**config.mk**
```make
export PLATFORM = sky130hd
export DESIGN_NAME = imm_extractor
export DESIGN_NICKNAME = d
export VERILOG_FILES = /design/src/rtl/imm_extractor.sv
export SDC_FILE = /design/constraint.sdc
export NUM_CORES = 1
export LEC_CHECK = 0
export CAP_MARGIN = 15
export CORE_ASPECT_RATIO = 0.7
export CORE_UTILIZATION = 52
export DETAILED_ROUTE_END_ITERATION = 7
export GPL_TIMING_DRIVEN = 0
export HOLD_SLACK_MARGIN = 0.03
export PLACE_DENSITY = 0.85
export RECOVER_POWER = 25
export SETUP_SLACK_MARGIN = 0.3
export SYNTH_ARGS = -nofsm -noshare
export SYNTH_HDL_FRONTEND = slang
export SYNTH_SLANG_ARGS = --single-unit
```
**constraint.sdc**
```tcl
create_clock -name i_clk -period 3.22 [get_ports i_clk]
set_input_delay 0.644 -clock i_clk [delete_from_list [all_inputs] [get_ports i_clk]]
set_output_delay 0.644 -clock i_clk [all_outputs]
set_load 0.02 [all_outputs]
```
**src/rtl/imm_extractor.sv**
```systemverilog
// imm_extractor -- registered immediate-operand extractor.
//
// Takes a stream of DW-bit instruction words and produces an IW-bit immediate.
// Each opcode word carries an FW-bit short field in its low bits and an opcode
// in the remaining high bits. The immediate is formed in one of three ways:
//   mode 00 : short field, zero-extended          (latency 1)
//   mode 01 : short field, sign-extended          (latency 1)
//   mode 10 : long immediate made of K = IW/DW extension words that follow
//             the opcode word, little-endian, gaps allowed
//   mode 11 : reserved; handled as mode 00 and flagged with o_err
//
// Ports:
//   i_clk          clock, rising edge
//   i_rst_n        asynchronous active-low reset
//   i_instruccion  opcode or extension word
//   i_valid        i_instruccion (and i_mode with an opcode word) valid
//   i_mode         immediate mode, sampled with the opcode word only
//   i_flush        synchronous abort; drops the word presented with it
//   o_num          assembled immediate, held until the next o_valid
//   o_opcode       opcode bits of the last accepted opcode word
//   o_valid        one-cycle pulse when o_num/o_opcode are updated
//   o_busy         high while collecting extension words
//   o_err          one-cycle pulse with o_valid for the reserved mode
module imm_extractor #(
  parameter int DW = 8,
  parameter int FW = 3,
  parameter int IW = 16
) (
  input  logic             i_clk,
  input  logic             i_rst_n,
  input  logic [DW-1:0]    i_instruccion,
  input  logic             i_valid,
  input  logic [1:0]       i_mode,
  input  logic             i_flush,
  output logic [IW-1:0]    o_num,
  output logic [DW-FW-1:0] o_opcode,
  output logic             o_valid,
  output logic             o_busy,
  output logic             o_err
);

  localparam int K  = IW / DW;
  localparam int CW = (K > 1) ? $clog2(K) : 1;

  typedef enum logic [0:0] {
    IDLE    = 1'b0,
    COLLECT = 1'b1
  } state_t;

  state_t              state_q, state_d;
  logic [CW-1:0]       cnt_q, cnt_d;
  logic [IW-1:0]       asm_q, asm_d;
  logic [IW-1:0]       num_q, num_d;
  logic [DW-FW-1:0]    opcode_q, opcode_d;
  logic                valid_q, valid_d;
  logic                err_q, err_d;
  logic                busy_q, busy_d;

  logic [IW-1:0]       asm_ins;
  logic [IW-1:0]       zext;
  logic [IW-1:0]       sext;

  // Assembly register with the current word dropped into the lane selected
  // by the word counter; all other lanes keep what has been collected so far.
  for (genvar gi = 0; gi < K; gi++) begin : g_lane
    assign asm_ins[gi*DW +: DW] = (cnt_q == CW'(gi)) ? i_instruccion
                                                     : asm_q[gi*DW +: DW];
  end

  assign zext = {{(IW-FW){1'b0}}, i_instruccion[FW-1:0]};
  assign sext = {{(IW-FW){i_instruccion[FW-1]}}, i_instruccion[FW-1:0]};

  always_comb begin
    state_d  = state_q;
    cnt_d    = cnt_q;
    asm_d    = asm_q;
    num_d    = num_q;
    opcode_d = opcode_q;
    valid_d  = 1'b0;
    err_d    = 1'b0;

    if (i_flush) begin
      // Flush beats i_valid: the word is dropped, partial data discarded,
      // and the visible outputs keep their last values.
      state_d = IDLE;
      cnt_d   = '0;
      asm_d   = '0;
    end else if (i_valid) begin
      unique case (state_q)
        IDLE: begin
          opcode_d = i_instruccion[DW-1:FW];
          unique case (i_mode)
            2'b01: begin
              num_d   = sext;
              valid_d = 1'b1;
            end
            2'b10: begin
              state_d = COLLECT;
              cnt_d   = '0;
              asm_d   = '0;
            end
            default: begin
              num_d   = zext;
              valid_d = 1'b1;
              err_d   = (i_mode == 2'b11);
            end
          endcase
        end
        COLLECT: begin
          if (cnt_q == CW'(K-1)) begin
            num_d   = asm_ins;
            valid_d = 1'b1;
            state_d = IDLE;
            cnt_d   = '0;
            asm_d   = '0;
          end else begin
            asm_d = asm_ins;
            cnt_d = cnt_q + CW'(1);
          end
        end
        default: begin
          state_d = IDLE;
        end
      endcase
    end

    busy_d = (state_d == COLLECT);
  end

  always_ff @(posedge i_clk or negedge i_rst_n) begin
    if (!i_rst_n) begin
      state_q  <= IDLE;
      cnt_q    <= '0;
      asm_q    <= '0;
      num_q    <= '0;
      opcode_q <= '0;
      valid_q  <= 1'b0;
      err_q    <= 1'b0;
      busy_q   <= 1'b0;
    end else begin
      state_q  <= state_d;
      cnt_q    <= cnt_d;
      asm_q    <= asm_d;
      num_q    <= num_d;
      opcode_q <= opcode_d;
      valid_q  <= valid_d;
      err_q    <= err_d;
      busy_q   <= busy_d;
    end
  end

  assign o_num    = num_q;
  assign o_opcode = opcode_q;
  assign o_valid  = valid_q;
  assign o_busy   = busy_q;
  assign o_err    = err_q;

endmodule
```
# After elaboration in Yosys (flattened, before gate mapping)

Index checks and enable logic that the tools add are counted.

Register bits after elaboration: 41
Input port bits: 14
Output and inout port bits: 24
Logic and storage cells: 50

Add/sub/neg operators: 1
Equal/unequal tests: 6
Muxes and demuxes: 29
Bitwise gates (word level): 2
Reduce and logical (&&, ||, !) cells: 5

Operator list:

| kind                                                                    | count |
|---|---|
| 16-bit one-hot mux with 2 select lines                                  | 3 |
| 16-bit two-way mux                                                      | 5 |
| 1-bit two-way mux                                                       | 16 |
| 8-bit two-way mux                                                       | 2 |
| 1-bit one-hot mux with 2 select lines                                   | 3 |
| 2-bit equality test, second input constant                              | 2 |
| 2-bit inequality test, second input constant                            | 2 |
| 4-bit AND reduction                                                     | 1 |
| 3-bit by 2-bit inequality test with 1-bit output, second input constant | 1 |
| 3-bit AND reduction                                                     | 1 |
| 2-bit by 1-bit equality test with 1-bit output, second input constant   | 1 |
| 1-bit inverter                                                          | 2 |
| 2-bit AND reduction                                                     | 1 |
| 2-bit nonzero test                                                      | 1 |
| 2-bit OR reduction                                                      | 1 |
| 1-bit adder, second input constant                                      | 1 |

# Depth between registers and ports, before layout

Depth after elaboration: 6
Depth in mapped cells: 6

# Worst setup path after synthesis

OpenSTA, ideal clock, no wires.

Path type: input port to flip-flop
Start point: in i_flush
End point: reg num_q[0] (netlist: o_num[0])
Setup time: 125 ps
Arrival: 1,588 ps
Data required time: 3,095 ps
Slack: 1,507 ps
Cell stages on the path: 3
Cells stage by stage: nand2b_2 -> nor3_4 -> mux2_2

Word-level cells in the longest chain between the ends: 2

Ends and longest elaborated chain:

| item                                 | RTL line | RTL |
|---|---|---|
| start, declared                      | 34       | `input logic i_flush,` |
| 1-bit inverter (no source line)      | -        |  |
| 4-bit AND reduction (no source line) | -        |  |
| end signal, assigned                 | 144      | `num_q <= num_d;` |
| end, declared                        | 53       | `logic [IW-1:0] num_q, num_d;` |

Every way passes these cells.
A chain may end at the register's enable or synchronous reset.

# Worst setup path in the final report

Start point: in i_valid
End point: reg opcode_q[4] (netlist: o_opcode[4])

Word-level cells in the longest chain between the ends: 1

Ends and longest elaborated chain:

| item                                 | RTL line | RTL |
|---|---|---|
| start, declared                      | 32       | `input logic i_valid,` |
| 3-bit AND reduction (no source line) | -        |  |
| end signal, assigned                 | 145      | `opcode_q <= opcode_d;` |
| end, declared                        | 54       | `logic [DW-FW-1:0] opcode_q, opcode_d;` |

Every way passes these cells.

==> impl_metrics.py <==
metrics = {
    "run_status": {
        "status": "complete, but fails checks",
        "violations": "capacitance limit, slew limit",
    },
    "setup_path": {
        "critPathLaunch": "i_valid",
        "crit_cells": 4,
        "r2r_start": "o_busy",
        "critPathArrivalTime_ns": 2.21,
        "path_cells": "clkdlybuf4s50_1 -> nand2b_2 -> nor2_1 -> mux2_2",
        "ff2ff_path_depth": 5,
        "critPathMaxFanout": 6,
        "r2r_slack_ns": 1.61,
        "cp_num_buf_inv": 1,
        "r2r_end": "o_num[12]",
        "endpoint": "o_opcode[4]",
        "crit_slowest_cell": "clkdlybuf4s50_1",
        "end_kind": "flop",
        "crit_family": "simple AND/OR/NAND/NOR gates",
        "crit_required_ns": 3.38,
        "path_class": "in -> reg",
        "start_kind": "primary input",
        "crit_path_max_incr_delay_ns": 0.56,
    },
    "clocking": {
        "cts_buffer_depth": 2,
        "clock-sinks": 36,
        "cts-resized-gates": 0,
        "clk_pin_slew_ns": 0.06,
        "clock_latency_ns": 0.29,
        "cts-root-buf": "clkbuf_8",
        "cts_tree": "built",
        "cts_setup_buffers": 0,
        "numCtsBuffers": 5,
        "cts_max_level": 2,
        "holdBufCountCts": 0,
    },
    "sta": {
        "period_share_pct": 63.6,
        "slew_violations": 37,
        "worst_slew_pin_slew_ns": 1.91,
        "holdWs_ns": 0.502,
        "grt_setup_unrepaired": "false",
        "relSlewSlack_pct": -27.2,
        "finalHoldViolations": 0,
        "clock.fmax_mhz": 488,
        "period_minus_slack_ns": 2.05,
        "fin_skew_ns": 0.0102,
        "setup-violations-final": 0,
        "tns_ns": 0,
    },
    "placement": {
        "place_inst": 199,
        "place_congestion": 0.809,
        "hpwl_mm": 2.35,
        "dpl-instance-area_um2": 2000,
        "port_buffers": 37,
    },
    "grt": {
        "grt_first_pass_wirelength_mm": 5.18,
        "antenna_found_initial": 0,
        "grt.total_usage_pct": 23.5,
        "grt-ovfl-total": 0,
        "grt_pass1_vias": 1049,
        "grt_max_degree": 37,
    },
    "power": {
        "design_power_total_uw": 1110,
        "combPwrFrac_pct": 22.5,
        "vdd_drop_max_mv": 0.385,
        "p_sw_share_pct": 27.1,
        "seqPwrFrac_pct": 46.7,
        "clkPwrFrac_pct": 30.8,
        "p_sw_uw": 302,
        "cellPowerDensity_nw_per_um2": 531,
        "p_leak_uw": 0.000903,
        "p_int_uw": 811,
    },
    "cells_and_area": {
        "nFillCells": 182,
        "instances_no_fill": 206,
        "fin_nets": 184,
        "drive_gt1_share_pct": 19.4,
        "diodes": 0,
        "design_area_um2": 2090,
        "most-common-layout-cells": "36 x dfrtp_1, 36 x clkdlybuf4s50_1, 15 x inv_1",
        "syn_to_final_growth_pct": 31.8,
    },
    "routing": {
        "via_per_inst": 5.46,
        "wl_per_cell_um": 16.2,
        "vias": 1125,
        "ant_nets": 0,
        "dr.pass1.iters": 4,
        "drc": 0,
        "wl_mm": 3.33,
        "first_iter_violations": 39,
    },
    "run": {
        "maxCapViolations": 1,
    },
    "logic_synthesis": {
        "synth.distinct_cells": 24,
        "synthCells": 126,
        "ys_warn_count": 0,
        "yosys_register_bits": 36,
        "syn_nets": 140,
        "netlist_area_um2": 1590,
        "avgSynthCellArea_um2": 12.6,
        "ys_seq_area_share_pct": 56.7,
    },
    "die": {
        "initial_core_util_pct": 55.9,
        "die_x_um": 68.1,
        "die_h_um": 48.3,
        "core_area_um2": 2840,
        "floorplan.rows": 16,
        "die_area_um2": 3280,
        "io_pins": 38,
    },
    "worst_hold_path": {
        "hold_class": "reg -> reg",
    },
}
-- final cells by class --
type | count | area, um2 | area share (%)
Sequential cell | 36 | 901 | 43.0
Multi-Input combinational cell | 67 | 581 | 27.7
Timing Repair Buffer | 37 | 364 | 17.4
Clock buffer | 7 | 96.3 | 4.60
Inverter | 15 | 56.3 | 2.69
Buffer | 8 | 51.3 | 2.45
Tap cell | 36 | 45.0 | 2.15
-- metrics by stage --
stage / util (%) / setup WS (ns)
after floorplan: - / 1.51
after global placement: 70.5 / 0.844
after detailed placement: 70.3 / 0.914
after CTS: 73.7 / 1.19
after global routing: 73.7 / 0.889
final: 73.7 / 1.17
-- worst min-delay path by stage --
stage | cells past startpoint | endpoint | slack (ns) | startpoint
floorplan | 0 | asm_q[0] | 0.35 | i_rst_n
global placement | 1 | o_opcode[3] | 0.49 | o_opcode[3]
detailed placement | 1 | o_opcode[1] | 0.50 | o_opcode[1]
CTS | 1 | o_opcode[3] | 0.47 | i_rst_n
global route | 1 | asm_q[2] | 0.55 | asm_q[2]
finish | 1 | o_opcode[1] | 0.50 | o_opcode[1]
-- sequential cells by signal, indices dropped and copies added, names as in the netlist --
name / flops
asm_q: 11
o_busy: 1
cnt_q: 1
o_err: 1
o_valid: 1
o_opcode: 5
o_num: 16
-- per-layer routing --
metal	routed length (um)	GRT usage, %
met2	1430	32.9
met5	0	0
met3	212	8.64
met1	1650	32.8
met4	29	10.0
-- synthesized netlist by cell type, drive strengths merged --
master | count | area (um2)
o21a | 1 | 7.51
nor3b | 4 | 35.0
and3 | 1 | 6.26
a22oi | 1 | 7.51
o21ai | 1 | 5.00
clkbuf | 2 | 8.75
buf | 6 | 42.5
nand2b | 1 | 8.76
nor2b | 3 | 18.8
nor2 | 2 | 7.51
nor3 | 1 | 16.3
and2 | 1 | 6.26
mux2 | 14 | 158
a32o | 8 | 80.1
mux2i | 13 | 130
nand2 | 1 | 3.75
inv | 15 | 56.3
a21oi | 13 | 65.1
and4bb | 1 | 12.5
a211oi | 1 | 12.5
dfrtp | 36 | 901
-- power groups by stage --
stage | registers [uW] | clock network, uW | logic [uW]
finish | 520 | 342 | 250
global route | 526 | 371 | 269
CTS | 521 | 349 | 252
detailed placement | 529 | 0 | 251
global placement | 524 | 0 | 247
floorplan | 577 | 0 | 72.5
-- worst reg2reg max path, delay by kind of cell (launching register included) --
kind | cells | cell delay, ns
DFF | 1 | 0.39
and+or+nand+nor | 2 | 0.56
muxes | 1 | 0.21
buffers and inverters | 2 | 0.38
-- cell families after synthesis --
| kind of cell | count (synthesis) | synth area share, % |
|---|---|---|
| muxes | 27 | 18.1 |
| buffers and inverters | 23 | 6.77 |
| and+or+nand+nor | 15 | 7.24 |
| AOI/OAI and AO/OA | 25 | 11.2 |
| DFF | 36 | 56.7 |
No activity file was read; power rests on OpenSTA's default activity.
